<file path="config.mk">
export PLATFORM = sky130hd
export DESIGN_NAME = time_setter_flat
export DESIGN_NICKNAME = d
export VERILOG_FILES = /design/src/rtl/countdown_pkg.sv /design/src/rtl/time_setter_if.sv /design/src/rtl/time_setter_button_debounce.sv /design/src/rtl/time_setter.sv /design/src/flat_wrapper.sv
export SDC_FILE = /design/constraint.sdc
export NUM_CORES = 1
export LEC_CHECK = 0
export CAP_MARGIN = 20
export CORE_AREA = 2 2 66 130
export CTS_CLUSTER_DIAMETER = 100
export DETAILED_ROUTE_END_ITERATION = 8
export DIE_AREA = 0 0 68 132
export HOLD_SLACK_MARGIN = 0.12
export PLACE_DENSITY_LB_ADDON = 0.3
export SLEW_MARGIN = 20
export SYNTH_ARGS = -nofsm -noshare
export SYNTH_HDL_FRONTEND = slang
export SYNTH_SLANG_ARGS = --single-unit
export TNS_END_PERCENT = 5
</file>
<file path="constraint.sdc">
create_clock -name clock -period 2.4 [get_ports clock]
set_input_delay 0.24 -clock clock [delete_from_list [all_inputs] [get_ports clock]]
set_output_delay 0.24 -clock clock [all_outputs]
set_load 0.01 [all_outputs]
</file>
<file path="src/rtl/countdown_pkg.sv">
// Shared types for the countdown timer: FSM states, BCD digit type
// and the wrap-around digit increment.
package countdown_pkg;

    typedef enum logic [1:0] {
        IDLE   = 2'd0,
        EDIT_H = 2'd1,
        EDIT_L = 2'd2,
        LOAD   = 2'd3
    } state_e;

    typedef logic [3:0] bcd_t;

    localparam bcd_t BCD_MAX = 4'd9;

    function automatic bcd_t bcd_inc(input bcd_t d);
        return (d == BCD_MAX) ? 4'd0 : d + 4'd1;
    endfunction

endpackage

</file>
<file path="src/rtl/time_setter_if.sv">
// Button inputs, load handshake and status bundle of the time setter.
// master = time_setter side, slave = counter/user side.
interface time_setter_if;
    import countdown_pkg::*;

    logic btn_mode;
    logic btn_inc;
    logic btn_start;
    logic load_ack;
    bcd_t set_h;
    bcd_t set_l;
    logic load_req;
    logic editing;
    logic edit_digit;
    logic blink;

    modport master (
        input  btn_mode, btn_inc, btn_start, load_ack,
        output set_h, set_l, load_req, editing, edit_digit, blink
    );

    modport slave (
        output btn_mode, btn_inc, btn_start, load_ack,
        input  set_h, set_l, load_req, editing, edit_digit, blink
    );

endinterface

</file>
<file path="src/rtl/time_setter_button_debounce.sv">
// 2-FF synchroniser, stability counter and registered rise-edge pulse.
// Press pulse arrives 2 + DEBOUNCE_CYCLES + 1 cycles after a clean press.
module button_debounce #(
    parameter int DEBOUNCE_CYCLES = 20000
) (
    input  logic clock,
    input  logic reset,
    input  logic btn_i,
    output logic level_o,
    output logic press_o
);

    localparam int CW = $clog2(DEBOUNCE_CYCLES + 1);

    logic [1:0]    sync_q;
    logic [CW-1:0] cnt_q;
    logic          level_q;
    logic          level_dly_q;
    logic          press_q;

    always_ff @(posedge clock or posedge reset) begin
        if (reset) begin
            sync_q      <= '0;
            cnt_q       <= '0;
            level_q     <= 1'b0;
            level_dly_q <= 1'b0;
            press_q     <= 1'b0;
        end else begin
            sync_q      <= {sync_q[0], btn_i};
            level_dly_q <= level_q;
            press_q     <= level_q & ~level_dly_q;
            // any cycle back at the accepted level restarts the count
            if (sync_q[1] == level_q) begin
                cnt_q <= '0;
            end else if (cnt_q == CW'(DEBOUNCE_CYCLES - 1)) begin
                level_q <= sync_q[1];
                cnt_q   <= '0;
            end else begin
                cnt_q <= cnt_q + 1'b1;
            end
        end
    end

    assign level_o = level_q;
    assign press_o = press_q;

endmodule

</file>
<file path="src/rtl/time_setter.sv">
// Button-driven editor for the two-digit BCD start value with load handshake.
// Optional auto-repeat on btn_inc: define TIME_SETTER_AUTO_REPEAT_EN.
module time_setter
    import countdown_pkg::*;
#(
    parameter int DEBOUNCE_CYCLES = 20000,
    parameter int BLINK_CYCLES    = 250000,
    parameter int DEFAULT_H       = 6,
    parameter int DEFAULT_L       = 0,
    parameter int REPEAT_CYCLES   = 100000
) (
    input  logic          clock,
    input  logic          reset,
    time_setter_if.master bus
);

    localparam int BW = $clog2(BLINK_CYCLES + 1);

    logic mode_lvl, mode_p;
    logic inc_lvl, inc_p;
    logic start_lvl, start_p;
    logic inc_ev;
    logic nz;

    state_e        state_q;
    bcd_t          set_h_q, set_l_q;
    logic          load_req_q, editing_q, edit_digit_q, blink_q;
    logic [BW-1:0] blink_cnt_q;

    button_debounce #(.DEBOUNCE_CYCLES(DEBOUNCE_CYCLES)) u_mode (
        .clock(clock), .reset(reset), .btn_i(bus.btn_mode),
        .level_o(mode_lvl), .press_o(mode_p)
    );

    button_debounce #(.DEBOUNCE_CYCLES(DEBOUNCE_CYCLES)) u_inc (
        .clock(clock), .reset(reset), .btn_i(bus.btn_inc),
        .level_o(inc_lvl), .press_o(inc_p)
    );

    button_debounce #(.DEBOUNCE_CYCLES(DEBOUNCE_CYCLES)) u_start (
        .clock(clock), .reset(reset), .btn_i(bus.btn_start),
        .level_o(start_lvl), .press_o(start_p)
    );

    logic unused_lvl;
    assign unused_lvl = &{mode_lvl, start_lvl, inc_lvl, REPEAT_CYCLES != 0};

`ifdef TIME_SETTER_AUTO_REPEAT_EN
    localparam int RW = $clog2(REPEAT_CYCLES + 1);

    logic [RW-1:0] rpt_cnt_q;
    logic          rpt_fire;

    assign rpt_fire = (rpt_cnt_q == RW'(REPEAT_CYCLES - 1));

    // restarts on release, any press pulse, leaving edit, and each fire
    always_ff @(posedge clock or posedge reset) begin
        if (reset) begin
            rpt_cnt_q <= '0;
        end else if (!inc_lvl || !editing_q || inc_p || mode_p ||
                     start_p || rpt_fire) begin
            rpt_cnt_q <= '0;
        end else begin
            rpt_cnt_q <= rpt_cnt_q + 1'b1;
        end
    end

    assign inc_ev = inc_p | rpt_fire;
`else
    assign inc_ev = inc_p;
`endif

    assign nz = (set_h_q != 4'd0) || (set_l_q != 4'd0);

    always_ff @(posedge clock or posedge reset) begin
        if (reset) begin
            state_q      <= IDLE;
            set_h_q      <= 4'(DEFAULT_H);
            set_l_q      <= 4'(DEFAULT_L);
            load_req_q   <= 1'b0;
            editing_q    <= 1'b0;
            edit_digit_q <= 1'b0;
            blink_q      <= 1'b0;
            blink_cnt_q  <= '0;
        end else begin
            if (editing_q) begin
                if (blink_cnt_q == BW'(BLINK_CYCLES - 1)) begin
                    blink_cnt_q <= '0;
                    blink_q     <= ~blink_q;
                end else begin
                    blink_cnt_q <= blink_cnt_q + 1'b1;
                end
            end else begin
                blink_cnt_q <= '0;
                blink_q     <= 1'b0;
            end

            unique case (state_q)
                IDLE, EDIT_H, EDIT_L: begin
                    // start wins the cycle even when 00 blocks the load
                    if (start_p) begin
                        if (nz) begin
                            state_q      <= LOAD;
                            load_req_q   <= 1'b1;
                            editing_q    <= 1'b0;
                            edit_digit_q <= 1'b0;
                            blink_q      <= 1'b0;
                            blink_cnt_q  <= '0;
                        end
                    end else if (mode_p) begin
                        editing_q <= 1'b1;
                        if (state_q == EDIT_H) begin
                            state_q      <= EDIT_L;
                            edit_digit_q <= 1'b0;
                        end else begin
                            state_q      <= EDIT_H;
                            edit_digit_q <= 1'b1;
                        end
                    end else if (inc_ev) begin
                        if (state_q == EDIT_H) set_h_q <= bcd_inc(set_h_q);
                        if (state_q == EDIT_L) set_l_q <= bcd_inc(set_l_q);
                    end
                end
                LOAD: begin
                    if (bus.load_ack) begin
                        state_q    <= IDLE;
                        load_req_q <= 1'b0;
                    end
                end
                default: state_q <= IDLE;
            endcase
        end
    end

    assign bus.set_h      = set_h_q;
    assign bus.set_l      = set_l_q;
    assign bus.load_req   = load_req_q;
    assign bus.editing    = editing_q;
    assign bus.edit_digit = edit_digit_q;
    assign bus.blink      = blink_q;

endmodule

</file>
<file path="src/flat_wrapper.sv">
// flat-port wrapper written by rule: the top's interface ports become plain ports
module time_setter_flat import countdown_pkg::*;
#(
    parameter int DEBOUNCE_CYCLES = 20000,
    parameter int BLINK_CYCLES    = 250000,
    parameter int DEFAULT_H       = 6,
    parameter int DEFAULT_L       = 0,
    parameter int REPEAT_CYCLES   = 100000
)
  (clock, reset, bus_btn_mode, bus_btn_inc, bus_btn_start, bus_load_ack, bus_set_h, bus_set_l, bus_load_req, bus_editing, bus_edit_digit, bus_blink);
  time_setter_if bus_i ();
  input  logic clock;
  input  logic reset;
  input wire logic [$bits(bus_i.btn_mode)-1:0] bus_btn_mode;
  input wire logic [$bits(bus_i.btn_inc)-1:0] bus_btn_inc;
  input wire logic [$bits(bus_i.btn_start)-1:0] bus_btn_start;
  input wire logic [$bits(bus_i.load_ack)-1:0] bus_load_ack;
  output wire logic [$bits(bus_i.set_h)-1:0] bus_set_h;
  output wire logic [$bits(bus_i.set_l)-1:0] bus_set_l;
  output wire logic [$bits(bus_i.load_req)-1:0] bus_load_req;
  output wire logic [$bits(bus_i.editing)-1:0] bus_editing;
  output wire logic [$bits(bus_i.edit_digit)-1:0] bus_edit_digit;
  output wire logic [$bits(bus_i.blink)-1:0] bus_blink;
  assign bus_i.btn_mode = bus_btn_mode;
  assign bus_i.btn_inc = bus_btn_inc;
  assign bus_i.btn_start = bus_btn_start;
  assign bus_i.load_ack = bus_load_ack;
  assign bus_set_h = bus_i.set_h;
  assign bus_set_l = bus_i.set_l;
  assign bus_load_req = bus_i.load_req;
  assign bus_editing = bus_i.editing;
  assign bus_edit_digit = bus_i.edit_digit;
  assign bus_blink = bus_i.blink;
  time_setter #(.DEBOUNCE_CYCLES(DEBOUNCE_CYCLES), .BLINK_CYCLES(BLINK_CYCLES), .DEFAULT_H(DEFAULT_H), .DEFAULT_L(DEFAULT_L), .REPEAT_CYCLES(REPEAT_CYCLES)) u_core (.clock(clock), .reset(reset), .bus(bus_i));
endmodule
</file>
Yosys cells after proc, flatten, opt, wreduce, memory -nomap -nowiden
Cells that the tools add are included.
W data, S select, Z words.
{"block": "word_totals", "reg_bits": 92, "inputBits": 6, "word_cells": 107}
{"block": "classes", "add_sub_neg": 6, "n_eq_ne": 18, "n_mux": 34, "bitwise_logic": 12, "reduce_logical": 14}
{"op": "$mux W15", "n": 6}
{"op": "$mux W18", "n": 5}
{"op": "$add A15 B1 Y15 const B", "n": 3}
{"op": "$eq A15 B15 Y1 const B", "n": 3}
{"op": "$add A18 B1 Y18 const B", "n": 1}
{"op": "$eq A18 B18 Y1 const B", "n": 1}
{"op": "$mux W1", "n": 14}
{"op": "$mux W2", "n": 5}
{"op": "$reduce_and A5 Y1", "n": 2}
{"op": "$not A1 Y1", "n": 9}
{"op": "$reduce_and A3 Y1", "n": 3}
{"op": "$add A4 B1 Y4 const B", "n": 2}
{"op": "$eq A4 B4 Y1 const B", "n": 2}
{"op": "$mux W4", "n": 2}
{"op": "$reduce_bool A4 Y1", "n": 2}
{"op": "$reduce_and A2 Y1", "n": 3}
{"op": "$eq A2 B2 Y1 const B", "n": 2}
{"op": "$ne A2 B1 Y1 const B", "n": 2}
{"op": "$ne A2 B2 Y1 const B", "n": 2}
{"op": "$pmux W2 S2", "n": 1}
{"op": "$and A1 B1 Y1", "n": 3}
{"op": "$eq A1 B1 Y1", "n": 3}
{"op": "$ne A3 B2 Y1 const B", "n": 1}
{"op": "$ne A3 B3 Y1 const B", "n": 1}
{"op": "6 further kinds", "n": 6}

Logic depth before layout (Yosys ltp)
{"block": "logic_depth", "depth_word": 6, "ltp_mapped": 6}

By module
From an unflattened synthesis, not the netlist that was laid out.
{"block": "hier_totals", "cells_unflattened": 413, "area_unflattened_um2": 4274.1}
{"mod": "button_debounce", "instances": 3, "cells_each": 85, "area_each_um2": 897.1}
{"mod": "time_setter", "instances": 1, "cells_each": 158, "area_each_um2": 1582.8}

Least setup slack after synthesis
No wires, ideal clock.
{"block": "synth_timing", "kind": "reg-to-reg", "start": "reg u_core.blink_cnt_q[6]", "end": "reg u_core.blink_cnt_q[6]", "arrival_time_ns": 1.871, "path_slack_ns": 0.410, "stages_incl_launch_ff": 6, "path_cell_list": "dfrtp_1 or4b_1 or4_4 o211ai_4 buf_6 nor2_1"}
{"block": "synth_between", "elab_chain_len": 6, "elab_cells_between_ends": 7}
{"item": "start: declaration", "line_no": "time_setter.sv:28", "source": "logic [BW-1:0] blink_cnt_q;"}
{"item": "start signal: assignment", "line_no": "time_setter.sv:91", "source": "blink_cnt_q <= blink_cnt_q + 1'b1;"}
{"item": "$add A18 B1 Y18 / $eq A18 B18 Y1 (equally long branches)", "line_no": "time_setter.sv:91, time_setter.sv:87"}
{"item": "$mux W18 *", "line_no": "time_setter.sv:87", "source": "if (blink_cnt_q == BW'(BLINK_CYCLES - 1)) begin"}
{"item": "$mux W18 *", "line_no": "time_setter.sv:86", "source": "if (editing_q) begin"}
{"item": "$mux W18", "line_no": "time_setter.sv:102", "source": "if (nz) begin"}
{"item": "$mux W18", "line_no": "time_setter.sv:101", "source": "if (start_p) begin"}
{"item": "$mux W18 *", "line_no": "time_setter.sv:98", "source": "unique case (state_q)"}
Mark *: on every way between the ends. The rest lies on a longest branch, timed or not.
A chain may end at the register's enable or synchronous reset.

Final worst setup path
{"block": "layout_timing", "start": "reg u_core.u_start.cnt_q[12]", "end": "reg u_core.u_start.cnt_q[7]"}
{"block": "layout_between", "elab_chain_len": 3}
{"item": "start: declaration", "line_no": "time_setter_button_debounce.sv:16", "source": "logic [CW-1:0] cnt_q;"}
{"item": "start signal: assignment", "line_no": "time_setter_button_debounce.sv:39", "source": "cnt_q <= cnt_q + 1'b1;"}
{"item": "$eq A15 B15 Y1", "line_no": "time_setter_button_debounce.sv:35", "source": "end else if (cnt_q == CW'(DEBOUNCE_CYCLES - 1)) begin"}
{"item": "$mux W15", "line_no": "time_setter_button_debounce.sv:35"}
{"item": "$mux W15", "line_no": "time_setter_button_debounce.sv:33", "source": "if (sync_q[1] == level_q) begin"}
Every way passes these cells.

==> insert_results.sql <==
INSERT INTO impl_metrics (metric_group, metric, value, unit) VALUES
('cts', 'clock_sink_count', '92', ''),
('job', 'max-cap-violations', '0', ''),
('grt', 'grt_start_max_net_pins', '48', ''),
('cts', 'cts_tree', 'yes', ''),
('pwr', 'netSwitchingPower', '0.630', 'mW'),
('grt', 'global_route_usage_sum', '19.7', '%'),
('min_path', 'hp_class', 'in -> async', ''),
('critical_path', 'critPathKind', 'reg -> reg', ''),
('yosys', 'synth-edff-count', '0', ''),
('critical_path', 'startpoint_type', 'register', ''),
('sta', 'finalHoldViolations', '0', ''),
('critical_path', 'critPathLaunch', 'u_core.u_start.cnt_q[12]', ''),
('yosys', 'synth_cells', '401', ''),
('sta', 'ratio_of_final_minimum_period_to_clock_period', '91.6', '%'),
('cts', 'clkLatencyLatePin', '340', 'ps'),
('final_layout', 'ff_latch_area', '0.00230', 'sq mm'),
('cts', 'h-tree-depth', '3', ''),
('yosys', 'post-synth-top-area-fraction', '53.4', '%'),
('drt', 'drt-total-wl', '8.01', 'mm'),
('critical_path', 'crit_slowest_cell', 'sky130_fd_sc_hd__or4b_2', ''),
('die', 'num_rows', '46', ''),
('yosys', 'synthesis.yosys.warnings', '0', ''),
('sta', 'finalMaxSlewViolations', '0', ''),
('sta', 'fmax', '455', 'MHz'),
('pwr', 'swShare', '20.6', '%'),
('yosys', 'post_synth.cell_area_avg', '10.5', 'sq um'),
('cts', 'postCtsResizedCells', '0', ''),
('sta', 'finalCriticalPeriod', '2200', 'ps'),
('critical_path', 'timing.rr.start', 'u_core.u_start.cnt_q[12]', ''),
('drt', 'wire_per_inst', '15.2', 'um'),
('sta', 'worst_slew_margin_rel', '64.1', '%'),
('yosys', 'syn_area', '0.00422', 'sq mm'),
('cts', 'numCtsBuffers', '9', ''),
('cts', 'post_cts_hold_buffer_count', '0', ''),
('status', 'outcome', 'finished, final reports clean', ''),
('final_layout', 'multi_input_area', '0.00180', 'sq mm'),
('grt', 'overflow', '0', ''),
('sta', 'finClkSkew', '6.92', 'ps'),
('yosys', 'yosysUniqueCellTypes', '40', ''),
('yosys', 'yosys.area.top_type', 'sky130_fd_sc_hd__dfrtp_1', ''),
('critical_path', 'critical_path_required', '2600', 'ps'),
('yosys', 'ys_top_cells_by_area', 'sky130_fd_sc_hd__dfrtp_1, sky130_fd_sc_hd__xnor2_1, sky130_fd_sc_hd__nor2_1, sky130_fd_sc_hd__nand4_1, sky130_fd_sc_hd__xor2_1', ''),
('die', 'design.die.area', '0.00898', 'sq mm'),
('yosys', 'postSynth.asyncResetShare', '100', '%'),
('critical_path', 'worst-path-max-fanout', '14', ''),
('critical_path', 'critical_path.endpoint_type', 'register', ''),
('yosys', 'yosysSeqAreaShare', '54.6', '%'),
('grt', 'initial_antenna_violation_count', '0', ''),
('placement', 'placed_area', '0.00453', 'sq mm'),
('grt', 'first_global_vias', '3087', ''),
('final_layout', 'final_area', '0.00481', 'sq mm'),
('drt', 'drt-pass1-iter-count', '4', ''),
('drt', 'drt_iter0_markers', '145', ''),
('pwr', 'leakage', '1.97', 'nW'),
('drt', 'detail_route.vias_per_cell', '5.73', ''),
('yosys', 'postSynthNetCount', '411', ''),
('sta', 'setup_viol', '0', ''),
('critical_path', 'cpPeakStageDelay', '680', 'ps'),
('pwr', 'ir_drop', '665', 'uV'),
('critical_path', 'critical_path_arrival', '2400', 'ps'),
('final_layout', 'fillers', '666', ''),
('critical_path', 'crit_chain', 'or4b_2 -> or4_1 -> nand2b_1 -> nor2_1', ''),
('sta', 'tightest_slew', '534', 'ps'),
('placement', 'gp_congestion', '0.752', ''),
('yosys', 'synthFlopType', 'sky130_fd_sc_hd__dfrtp_1', ''),
('grt', 'global_route_wire_length_before_repair', '13.7', 'mm'),
('pwr', 'power_report.internal_total', '2.43', 'mW'),
('placement', 'port_buffers', '17', ''),
('die', 'dieHeight', '132', 'um'),
('drt', 'drtAntennaViolNets', '0', ''),
('cts', 'cts_root_buffer', 'sky130_fd_sc_hd__clkbuf_16', '');
-- cell usage after synthesis, types with 3 or more instances --
cell type and instances:
sky130_fd_sc_hd__dfrtp_1 90, sky130_fd_sc_hd__nor2_1 64, sky130_fd_sc_hd__xnor2_1 45, sky130_fd_sc_hd__nand2_1 23
sky130_fd_sc_hd__nand4_1 19, sky130_fd_sc_hd__inv_1 18, sky130_fd_sc_hd__nand3_1 17, sky130_fd_sc_hd__nor3_1 14
sky130_fd_sc_hd__nor4_1 13, sky130_fd_sc_hd__xor2_1 13, sky130_fd_sc_hd__a21oi_1 8, sky130_fd_sc_hd__or4_1 8
sky130_fd_sc_hd__or3_1 7, sky130_fd_sc_hd__mux2_2 6, sky130_fd_sc_hd__o21ai_0 5, sky130_fd_sc_hd__and4_1 4
sky130_fd_sc_hd__ha_1 4, sky130_fd_sc_hd__nand2b_1 4, sky130_fd_sc_hd__nand3b_1 4, sky130_fd_sc_hd__buf_4 3
sky130_fd_sc_hd__clkbuf_1 3, sky130_fd_sc_hd__nor2b_1 3, sky130_fd_sc_hd__o2bb2ai_1 3, sky130_fd_sc_hd__or4b_2 3
-- metal layers --
layer / share of wire (%) / GRT usage [%] / vias up
li1: - / - / 1445
met1: 38 / 21.7 / 1518
met2: 58 / 35.5 / 46
met3: 2.4 / 4.36 / 11
met4: 1.3 / 6.78 / 0
met5: 0 / 0 / -
-- cells by family (layout without fill, tap and decap cells) --
logic type	count (synthesis)	after routing	synth area share (%)
muxes	6	6	1.60
AOI/OAI and AO/OA	25	25	4.30
adders and majority gates	4	4	1.19
and+or+nand+nor	191	191	23.6
buffers and inverters	25	55	2.67
DFF	92	92	54.6
xor gates and xnor gates	58	58	12.0
-- flip-flops by register name, summed over array words and instances (netlist names), 2 cells and up --
register               cells
u_core.u_start.cnt_q      15
u_core.u_mode.sync_q       2
u_core.bus.set_h           4
u_core.u_inc.sync_q        2
u_core.u_inc.cnt_q        15
u_core.state_q             2
u_core.u_mode.cnt_q       15
u_core.bus.set_l           4
u_core.blink_cnt_q        18
u_core.u_start.sync_q      2
-- final timing paths --
check / to / cells past startpoint
setup / recovery: u_core.u_start.cnt_q[7] / 4
hold / removal: u_core.u_start.level_o / 2
setup reg to reg: u_core.u_start.cnt_q[7] / 4
hold reg to reg: u_core.u_mode.sync_q[1] / 0
max in group asynchronous: u_core.bus.set_h[1] / 3
min in group clock: u_core.u_mode.sync_q[0] / 1
-- final cells by class --
cell class	count	share of cell area [%]
sequential	92	47.9
timing repair buffer	22	4.83
clock inverter	2	0.728
tap	96	2.49
multi-input combinational	284	37.4
inverter	18	1.48
clock buffer	13	5.20
-- cells in the final DEF, fill, tap and decap left out, drive strengths merged, types with 2 or more instances in the layout --
cell and instances:
dfrtp 90, nor2 64, xnor2 45, nand2 23
nand4 19, inv 17, nand3 17, clkdlybuf4s50 17
nor3 14, nor4 13, xor2 13, clkbuf 13
or4 9, a21oi 8, or3 7, mux2 6
o21ai 5, buf 5, nand3b 4, and4 4
nand2b 4, ha 4, or4b 4, nor2b 3
o2bb2ai 3, and4b 2, o31ai 2, a22o 2
dfstp 2, o211ai 2
-- power groups by stage --
stage	combinational [mW]	clock, mW	sequential (mW)
floorplan	0.0593	0	1.61
global placement	0.0899	0	1.61
detailed placement	0.0927	0	1.61
CTS	0.0929	1.41	1.58
global route	0.104	1.47	1.59
finish	0.0890	1.39	1.58
-- per-stage QoR --
stage	utilization, %	worst slack [ps]	hold WS (ps)	std cells	power [mW]
floorplan	-	410	271	401	1.67
global placement	57.0	283	332	512	1.70
detailed placement	57.0	202	342	512	1.71
CTS	60.6	197	284	527	3.09
global route	60.6	113	308	527	3.16
finish	60.6	202	276	527	3.06
-- critical path, delay by kind of cell, from the launching register on --
kind | cells | cell delay (ps)
and+or+nand+nor | 4 | 1660
DFF | 1 | 410
Power figures use the tool's default switching activity.
